$ cat config.mk
export PLATFORM = sky130hd
export DESIGN_NAME = audio_out_mixer
export DESIGN_NICKNAME = d
export VERILOG_FILES = /design/src/rtl/audio_out_mixer.sv
export SDC_FILE = /design/constraint.sdc
export NUM_CORES = 1
export LEC_CHECK = 0
export CORE_MARGIN = 2
export CORE_UTILIZATION = 65
export DETAILED_ROUTE_END_ITERATION = 8
export PLACE_DENSITY = 0.95
export SLEW_MARGIN = 0
export SYNTH_ARGS = -nofsm -noshare
export SYNTH_HDL_FRONTEND = slang
export SYNTH_SLANG_ARGS = --single-unit
$ cat constraint.sdc
create_clock -name CLOCK_50 -period 7.3 [get_ports CLOCK_50]
set_clock_uncertainty 0.2 [all_clocks]
set_input_delay 1.825 -clock CLOCK_50 [delete_from_list [all_inputs] [get_ports CLOCK_50]]
set_output_delay 1.825 -clock CLOCK_50 [all_outputs]
set_load 0.01 [all_outputs]
$ cat src/rtl/audio_out_mixer.sv
`default_nettype none
// ============================================================================
//  Module   : audio_out_mixer
//  Brief    : Pan/attenuate/saturate voice mixer with stereo frame FIFO and
//             test-tone / mute sources feeding the Audio_Controller writer.
//  Revision : 1.0 - initial release
// ============================================================================
module audio_out_mixer #(
    parameter int          NUM_VOICES = 4,
    parameter int          SAMPLE_W   = 16,
    parameter int          DEPTH      = 8,
    parameter logic [31:0] TONE_AMP   = 32'd10000000
) (
    input  logic                           CLOCK_50,
    input  logic                           resetn,
    input  logic [NUM_VOICES*SAMPLE_W-1:0] in_samples,
    input  logic                           in_valid,
    output logic                           in_ready,
    input  logic [NUM_VOICES-1:0]          voice_en,
    input  logic [2*NUM_VOICES-1:0]        voice_pan,
    input  logic [2:0]                     master_shift,
    input  logic [1:0]                     mode,
    input  logic [19:0]                    tone_period,
    input  logic                           audio_out_allowed,
    output logic                           write_audio_out,
    output logic [31:0]                    left_channel_audio_out,
    output logic [31:0]                    right_channel_audio_out,
    output logic [$clog2(DEPTH):0]         fifo_level,
    output logic                           underrun,
    input  logic                           clear_flags
);

    localparam int c_PTR_W = $clog2(DEPTH);
    localparam int c_LVL_W = c_PTR_W + 1;
    localparam int c_ACC_W = SAMPLE_W + $clog2(NUM_VOICES) + 1;
    localparam int c_EXT_W = c_ACC_W - SAMPLE_W;

    localparam logic signed [c_ACC_W-1:0] c_SAT_MAX = {{(c_EXT_W+1){1'b0}}, {(SAMPLE_W-1){1'b1}}};
    localparam logic signed [c_ACC_W-1:0] c_SAT_MIN = {{(c_EXT_W+1){1'b1}}, {(SAMPLE_W-1){1'b0}}};

    localparam logic [c_PTR_W-1:0] c_PTR_ONE   = {{(c_PTR_W-1){1'b0}}, 1'b1};
    localparam logic [c_LVL_W-1:0] c_LVL_ONE   = {{(c_LVL_W-1){1'b0}}, 1'b1};
    localparam logic [c_LVL_W:0]   c_OCC_LIMIT = (c_LVL_W+1)'(DEPTH);
    localparam logic [19:0]        c_CNT_ONE   = 20'd1;

    localparam logic [1:0] c_MODE_MIX  = 2'd0;
    localparam logic [1:0] c_MODE_TONE = 2'd1;

    // Saturate to the signed sample range, then left-justify into 32 bits.
    function automatic logic [31:0] sat_pack(input logic signed [c_ACC_W-1:0] v);
        logic [SAMPLE_W-1:0] s;
        if (v > c_SAT_MAX) begin
            s = c_SAT_MAX[SAMPLE_W-1:0];
        end else if (v < c_SAT_MIN) begin
            s = c_SAT_MIN[SAMPLE_W-1:0];
        end else begin
            s = v[SAMPLE_W-1:0];
        end
        return 32'(s) << (32 - SAMPLE_W);
    endfunction

    // ------------------------------------------------------------------
    // Registers
    // ------------------------------------------------------------------
    logic [1:0]          r_mode;
    logic                r_mix_valid;
    logic [31:0]         r_mix_l;
    logic [31:0]         r_mix_r;
    logic [31:0]         r_fifo_l [DEPTH];
    logic [31:0]         r_fifo_r [DEPTH];
    logic [c_PTR_W-1:0]  r_wr_ptr;
    logic [c_PTR_W-1:0]  r_rd_ptr;
    logic [c_LVL_W-1:0]  r_count;
    logic                r_in_ready;
    logic                r_write;
    logic [31:0]         r_left;
    logic [31:0]         r_right;
    logic                r_underrun;
    logic [19:0]         r_tone_cnt;
    logic                r_phase;

    // ------------------------------------------------------------------
    // Mixer datapath
    // ------------------------------------------------------------------
    logic signed [SAMPLE_W-1:0] w_voice [NUM_VOICES];
    logic signed [c_ACC_W-1:0]  w_sum_l;
    logic signed [c_ACC_W-1:0]  w_sum_r;
    logic signed [c_ACC_W-1:0]  w_att_l;
    logic signed [c_ACC_W-1:0]  w_att_r;
    logic [31:0]                w_mix_l;
    logic [31:0]                w_mix_r;

    for (genvar gi = 0; gi < NUM_VOICES; gi++) begin : g_voice
        assign w_voice[gi] = in_samples[gi*SAMPLE_W +: SAMPLE_W];
    end

    always_comb begin
        w_sum_l = '0;
        w_sum_r = '0;
        for (int i = 0; i < NUM_VOICES; i++) begin
            if (voice_en[i] && voice_pan[2*i]) begin
                w_sum_l = w_sum_l + {{c_EXT_W{w_voice[i][SAMPLE_W-1]}}, w_voice[i]};
            end
            if (voice_en[i] && voice_pan[2*i+1]) begin
                w_sum_r = w_sum_r + {{c_EXT_W{w_voice[i][SAMPLE_W-1]}}, w_voice[i]};
            end
        end
        w_att_l = w_sum_l >>> master_shift;
        w_att_r = w_sum_r >>> master_shift;
        w_mix_l = sat_pack(w_att_l);
        w_mix_r = sat_pack(w_att_r);
    end

    // ------------------------------------------------------------------
    // Flow control and output selection
    // ------------------------------------------------------------------
    logic               w_mode_chg;
    logic               w_mix_run;
    logic               w_accept;
    logic               w_push;
    logic               w_pop;
    logic               w_strobe_ok;
    logic               w_underrun_set;
    logic [c_LVL_W-1:0] w_count_nxt;
    logic [c_LVL_W:0]   w_occ_nxt;
    logic               w_in_ready_nxt;
    logic               w_write_nxt;
    logic [31:0]        w_tone_sample;
    logic [31:0]        w_out_l;
    logic [31:0]        w_out_r;

    always_comb begin
        w_mode_chg     = (mode != r_mode);
        w_mix_run      = (r_mode == c_MODE_MIX) && !w_mode_chg;
        w_accept       = in_valid && r_in_ready && w_mix_run;
        w_push         = r_mix_valid && w_mix_run;
        w_pop          = w_mix_run && (r_count != '0) && audio_out_allowed && !r_write;
        w_strobe_ok    = audio_out_allowed && !r_write && !w_mode_chg;
        w_underrun_set = w_mix_run && audio_out_allowed && (r_count == '0) && !r_mix_valid;

        if (w_mode_chg) begin
            w_count_nxt = '0;
        end else if (w_push && !w_pop) begin
            w_count_nxt = r_count + c_LVL_ONE;
        end else if (!w_push && w_pop) begin
            w_count_nxt = r_count - c_LVL_ONE;
        end else begin
            w_count_nxt = r_count;
        end

        // in_ready is registered: it is computed from next-cycle occupancy.
        w_occ_nxt      = {1'b0, w_count_nxt} + {{c_LVL_W{1'b0}}, w_accept};
        w_in_ready_nxt = (mode == c_MODE_MIX) && (w_occ_nxt < c_OCC_LIMIT);

        w_tone_sample = '0;
        if (tone_period != '0) begin
            w_tone_sample = r_phase ? (~TONE_AMP + 32'd1) : TONE_AMP;
        end

        case (r_mode)
            c_MODE_MIX: begin
                w_write_nxt = w_pop;
                w_out_l     = r_fifo_l[r_rd_ptr];
                w_out_r     = r_fifo_r[r_rd_ptr];
            end
            c_MODE_TONE: begin
                w_write_nxt = w_strobe_ok;
                w_out_l     = w_tone_sample;
                w_out_r     = w_tone_sample;
            end
            default: begin
                w_write_nxt = w_strobe_ok;
                w_out_l     = '0;
                w_out_r     = '0;
            end
        endcase
    end

    // ------------------------------------------------------------------
    // Control / output registers
    // ------------------------------------------------------------------
    always_ff @(posedge CLOCK_50 or negedge resetn) begin
        if (!resetn) begin
            r_mode      <= c_MODE_MIX;
            r_mix_valid <= 1'b0;
            r_mix_l     <= '0;
            r_mix_r     <= '0;
            r_wr_ptr    <= '0;
            r_rd_ptr    <= '0;
            r_count     <= '0;
            r_in_ready  <= 1'b0;
            r_write     <= 1'b0;
            r_left      <= '0;
            r_right     <= '0;
            r_underrun  <= 1'b0;
        end else begin
            r_mode      <= mode;
            r_mix_valid <= w_accept;
            if (w_accept) begin
                r_mix_l <= w_mix_l;
                r_mix_r <= w_mix_r;
            end
            r_count <= w_count_nxt;
            if (w_mode_chg) begin
                r_wr_ptr <= '0;
                r_rd_ptr <= '0;
            end else begin
                if (w_push) begin
                    r_wr_ptr <= r_wr_ptr + c_PTR_ONE;
                end
                if (w_pop) begin
                    r_rd_ptr <= r_rd_ptr + c_PTR_ONE;
                end
            end
            r_in_ready <= w_in_ready_nxt;
            r_write    <= w_write_nxt;
            if (w_write_nxt) begin
                r_left  <= w_out_l;
                r_right <= w_out_r;
            end
            if (w_underrun_set) begin
                r_underrun <= 1'b1;
            end else if (clear_flags) begin
                r_underrun <= 1'b0;
            end
        end
    end

    // Frame storage carries no reset; occupancy is tracked by r_count.
    always_ff @(posedge CLOCK_50) begin
        if (w_push) begin
            r_fifo_l[r_wr_ptr] <= r_mix_l;
            r_fifo_r[r_wr_ptr] <= r_mix_r;
        end
    end

    // ------------------------------------------------------------------
    // Test-tone generator
    // ------------------------------------------------------------------
    always_ff @(posedge CLOCK_50 or negedge resetn) begin
        if (!resetn) begin
            r_tone_cnt <= '0;
            r_phase    <= 1'b0;
        end else if (w_mode_chg) begin
            r_tone_cnt <= '0;
            r_phase    <= 1'b0;
        end else if (r_mode == c_MODE_TONE) begin
            if (tone_period == '0) begin
                r_tone_cnt <= '0;
            end else if (r_tone_cnt >= tone_period) begin
                r_tone_cnt <= '0;
                r_phase    <= ~r_phase;
            end else begin
                r_tone_cnt <= r_tone_cnt + c_CNT_ONE;
            end
        end
    end

    assign in_ready                = r_in_ready;
    assign write_audio_out         = r_write;
    assign left_channel_audio_out  = r_left;
    assign right_channel_audio_out = r_right;
    assign fifo_level              = r_count;
    assign underrun                = r_underrun;

endmodule
`default_nettype wire
==> results by group, run 1 <==
Logic synthesis
  • Count of yosys warnings during synthesis: 0
  • Adder-Cell Fraction of Synth Area: 7.283%
  • Leading cell type by number of instances after synthesis: edfxtp_1
  • Sequential fraction of the synthesis area: 43.85%
  • Simple-gate area share of the yosys netlist: 13.32%
  • Avg Synthesized Cell Area: 10.68 µm²
  • Post-synth top area cell: edfxtp_1
  • Ys async rst share: 28.89%
  • Multiplexer share of the synthesized area: 11.25%
  • Complex-gate fraction of the synthesized area: 17.57%
  • Number of synthesized flops with an enable pin: 256
  • Xor/xnor share of the synthesized area: 2.970%
  • FF+latch count, synth: 360
  • Dominant combinational cell family by area after synthesis: compound AO/OA/AOI/OAI gates
  • Area contributors post-synth: edfxtp_1, dfrtp_1, mux4_2
  • Most common library cells after synthesis: edfxtp_1, nand2_1, nor2_1
  • Gate count after technology mapping: 2,197
  • Area of the mapped netlist: 0.02347 mm²
  • Unique masters post-synth: 101
  • Area share of the leading cell type in the synthesized netlist: 32.76%
  • Predominant post-synthesis flop cell: edfxtp_1

Placed design
  • I/O Buffers: 162
  • Post-DP HPWL: 59,330 µm
  • Cell count after placement: 3,115
  • Dpl cell area: 0.02855 mm²
  • GPL Wtd Cong: 1.127

Clock tree
  • Number of buffers inserted during clock tree synthesis: 31
  • Count of H-tree levels built during CTS: 1
  • Clock Path Buffers: 3
  • Root buf cell: clkbuf_16
  • Cts-stage hold buffer count: 0
  • Clock Sinks: 360

GRT
  • Global route total overflow: 5
  • Largest net degree at the start of global routing: 68
  • Global routing usage summed across all routing layers: 66.43%

Floorplan
  • Floorplan row count: 69
  • Width of the die: 194.0 µm
  • Vert. Die Dim: 194.0 µm
  • Starting Density: 65.97%
  • Number of placed I/O pins: 177

Run status
  • Result of the run: aborted with a tool error
  • Failing step: global routing
  • First error: [ERROR GRT-0232] Routing congestion too high. Check the congestion heatmap in the GUI.
==> metal layers <==
| layer | track usage [%] | overflow |
|---|---|---|
| met5 | 18.52 | 0 |
| met4 | 64.96 | 3 |
| met3 | 51.26 | 0 |
| met2 | 83.25 | 2 |
| met1 | 66.73 | 0 |
==> cells by family after synthesis <==
kind of cell | count (synthesis)
and+or+nand+nor | 647
AOI/OAI and AO/OA | 616
DFF | 360
buffers and inverters | 197
muxes | 166
adders and majority gates | 133
xor gates and xnor gates | 77
other | 1
==> timing repair <==
action,CTS
endpoints found under the hold margin,0
setup endpoints to repair,32
pin swaps,102
setup buffers,44
resized for setup,180
cloned,3
==> per-stage QoR <==
step | setup slack (ps) | util, %
3_3_place_gp | -1045 | 80.27
4_1_cts | -254.5 | 86.33
2_1_floorplan | -340.7 | -
3_5_place_dp | -1347 | 80.27
==> run 2, diff against run 1 <==
--- a/config.mk
+++ b/config.mk
@@ -6,9 +6,9 @@
 export NUM_CORES = 1
 export LEC_CHECK = 0
 export CORE_MARGIN = 2
-export CORE_UTILIZATION = 65
+export CORE_UTILIZATION = 40
 export DETAILED_ROUTE_END_ITERATION = 8
-export PLACE_DENSITY = 0.95
+export PLACE_DENSITY_LB_ADDON = 0.15
 export SLEW_MARGIN = 0
 export SYNTH_ARGS = -nofsm -noshare
 export SYNTH_HDL_FRONTEND = slang
==> run 2 against run 1 <==
  * The flow now finishes, with violations (negative setup slack)
  * Area after synthesis did not move
  * Synthesized cell count did not move
==> results by group, run 2 <==
Floorplan
  • Floorplan row count: 88
  • Number of placed I/O pins: 177
  • Core region area: 0.05781 mm²
  • Die outline area: 0.06062 mm²
  • Starting Density: 40.60%
  • Width of the die: 246.2 µm
  • Vert. Die Dim: 246.2 µm

Pwr
  • Total chip power: 6.361 mW
  • Part of the power in registers: 39.0%
  • Static Leakage: 13.16 nW
  • Net switching share of the total power: 29.71%
  • IR Drop Worst-Case VDD: 0.1845 mV
  • Power share of the combinational group: 32.4%
  • Power per Cell Area: 196.1 mW/mm²
  • Cell-internal power: 4.471 mW
  • Net switching power: 1.890 mW
  • Clock share of power: 28.6%

Cells and area
  • Most common cell after layout, fill and taps aside: buf_4
  • Antenna diode count: 0
  • Highest-count cells in the layout ignoring fill and taps: buf_4, edfxtp_1, nand2_1
  • Number of nets in the layout: 3,064
  • Syn-to-layout area delta: 38.22%
  • Fraction of layout cells with a size suffix above 1: 35.89%
  • Multi-input logic area: 0.01395 mm²
  • Count of fill cells added during filler insertion: 5,033
  • Sequential cell area: 0.01029 mm²
  • Largest registers in the final layout: r_fifo_l (128), r_fifo_r (128), r_tone_cnt (20)

Setup path
  • Worst-case register-to-register setup slack: 3860 ps
  • R2R depth: 6
  • Crit Path Category: in -> reg
  • Cell family with the largest share of critical-path delay: compound AO/OA/AOI/OAI gates
  • Combined buffer and inverter count along the critical path: 3
  • Critical path arrival: 7700 ps
  • Worst reg2reg startpoint: r_mode[1]
  • Slowest cell on crit path: o31a_4
  • Required time reported for the critical path endpoint: 7530 ps
  • Crit path largest cell delay: 410 ps
  • Worst setup EP type: flop
  • CP startpoint: voice_pan[0]
  • Capturing element of the worst setup path: r_mix_l[30]
  • Worst path depth: 31
  • Maximum fanout count along the critical path: 8
  • Nature of the critical path startpoint: primary input
  • R2R Path End: r_fifo_r[4][8]

Placed design
  • Post-DP HPWL: 55,060 µm
  • I/O Buffers: 162
  • Setup slack at placement: -1865 ps
  • GPL Wtd Cong: 0.9525

Clock tree
  • TritonCTS clock tree: built
  • Cts-stage hold buffer count: 0
  • Clock Sinks: 360
  • Root buf cell: clkbuf_16
  • Skew-Pair Late Insertion Delay: 520 ps
  • Count of H-tree levels built during CTS: 2
  • Clock Path Buffers: 3
  • Clock transition time at the flip-flop clock pins of the worst setup and hold paths: 60 ps
  • Number of buffers inserted during clock tree synthesis: 34

GRT
  • Number of antenna violations at the first check in global routing: 1
  • Global routing usage summed across all routing layers: 24.05%
  • Largest net degree at the start of global routing: 58
  • Met3 track demand over resource in global routing: 1.569%
  • GR peak layer: met2
  • Met2 GRT Util: 43.34%
  • Global-route wire length before repair: 114,000 µm
  • Global route total overflow: 0
  • Number of global-route vias before repair: 20,250
  • Global-route track usage on met1: 30.92%

Run
  • MaxCap Viol Count: 0

Logic synthesis
  • FF+latch count, synth: 360
  • Area contributors post-synth: edfxtp_1, dfrtp_1, mux4_2
  • Most common library cells after synthesis: edfxtp_1, nand2_1, nor2_1
  • Ys async rst share: 28.89%
  • Area share of the leading cell type in the synthesized netlist: 32.76%
  • Gate count after technology mapping: 2,197
  • Number of synthesized flops with an enable pin: 256
  • Count of yosys warnings during synthesis: 0
  • Sequential fraction of the synthesis area: 43.85%
  • Predominant post-synthesis flop cell: edfxtp_1
  • Avg Synthesized Cell Area: 10.68 µm²
  • Area of the mapped netlist: 0.02347 mm²
  • Unique masters post-synth: 101
  • Leading cell type by number of instances after synthesis: edfxtp_1
  • Post-synth top area cell: edfxtp_1

Run status
  • Result of the run: complete, but fails checks
  • Violations in the final reports: negative setup slack

Detailed routing
  • Final ANT Viol Nets: 0
  • DRC violation count after routing: 0
  • WL per Instance: 20.53 µm
  • Total number of vias: 20,190
  • Sum of routed wire length over all layers: 74,220 µm
  • Total iterations of the first detailed-routing run: 5
  • Routed vias/inst: 5.584
  • Starting DRC count in detailed routing: 1,342

Timing
  • Worst path setup slack after routing: -168.1 ps
  • Final worst path period need: 7468 ps
  • Final Slew Violations: 0
  • Final total negative setup slack: -3115 ps
  • Final setup violation count: 30
  • RSZ-0062 raised after global routing: yes
  • Final period utilization: 102.3%
  • Slew @ Worst Pin: 1134 ps
  • Timing-limited maximum frequency: 133.9 MHz
  • Number of failing hold endpoints at the final stage: 0
  • Worst slew margin relative to its limit: 24.19%

Worst hold path
  • Class of the worst hold path: reg -> reg
  • Startpoint of the lowest-slack hold path: right_channel_audio_out[29]
## run 2: cell counts after synthesis
Identical to the previous run, type by type.
## run 2: layer usage
| layer | up-vias | part of all wire, % |
|---|---|---|
| met4 | 2 | 2.7 |
| met3 | 111 | 3.2 |
| li1 | 9622 | - |
| met5 | - | 0.020 |
| met2 | 464 | 51 |
| met1 | 9988 | 43 |
## run 2: cell type report
| type | count | share of cell area, % |
|---|---|---|
| clock buffer | 41 | 2.897 |
| clock inverter | 20 | 0.6712 |
| inverter | 58 | 0.6712 |
| multi-input combinational | 1654 | 43.00 |
| sequential | 360 | 31.74 |
| tap | 765 | 2.951 |
| timing repair buffer | 717 | 18.07 |
## run 2: per-stage QoR
step                instances  cell area [µm²]  utilization, %  hold slack (ps)
finish                   3615            32430           56.11            278.3
floorplan                2210            23850               -            303.9
global placement         3473            29360           50.80            261.1
global route             3615            32430           56.11            302.0
CTS                      3594            31790           54.99            286.6
detailed placement       3473            29360           50.80            273.2
## run 2: worst min-delay path, delay by kind of cell, from the launching register on
| kind | cells | cell delay, ps |
|---|---|---|
| AO/OA/AOI/OAI | 1 | 60 |
| flip-flops | 1 | 340 |
| AND/OR/NAND/NOR | 1 | 50 |
## run 2: worst min path at each step
| stage | endpoint | cells past startpoint | slack [ps] |
|---|---|---|---|
| final | right_channel_audio_out[29] | 2 | 280 |
| after global routing | left_channel_audio_out[29] | 2 | 300 |
| after CTS | right_channel_audio_out[29] | 2 | 290 |
| after detailed placement | right_channel_audio_out[29] | 2 | 270 |
| after global placement | left_channel_audio_out[26] | 2 | 260 |
| after floorplan | r_tone_cnt[5] | 1 | 300 |
## run 2: power by group through the flow
| stage | registers [mW] | clock network [mW] | logic [mW] |
|---|---|---|---|
| floorplan | 2.48 | 0 | 0.969 |
| global placement | 2.51 | 0 | 1.78 |
| detailed placement | 2.52 | 0 | 1.80 |
| CTS | 2.48 | 1.85 | 1.96 |
| global route | 2.50 | 1.93 | 2.23 |
| finish | 2.48 | 1.82 | 2.06 |
## run 2: logic make-up (layout without fill, tap and decap cells)
family                     after synthesis  in the layout  share of synthesized area [%]
and+or+nand+nor                        647            647                          13.32
DFF                                    360            360                          43.85
AOI/OAI and AO/OA                      616            617                          17.57
muxes                                  166            166                          11.25
buffers and inverters                  197            836                          3.732
adders and majority gates              133            133                          7.283
other                                    1             14                        0.01598
xor gates and xnor gates                77             77                          2.970
## run 2: repair_timing
item | CTS | global route
cloned | 2 | 0
setup endpoints to repair | 32 | 32
pin swaps | 129 | 86
gates resized for setup | 215 | 91
setup buffers | 58 | 23
(Power assumes the default switching activity.)
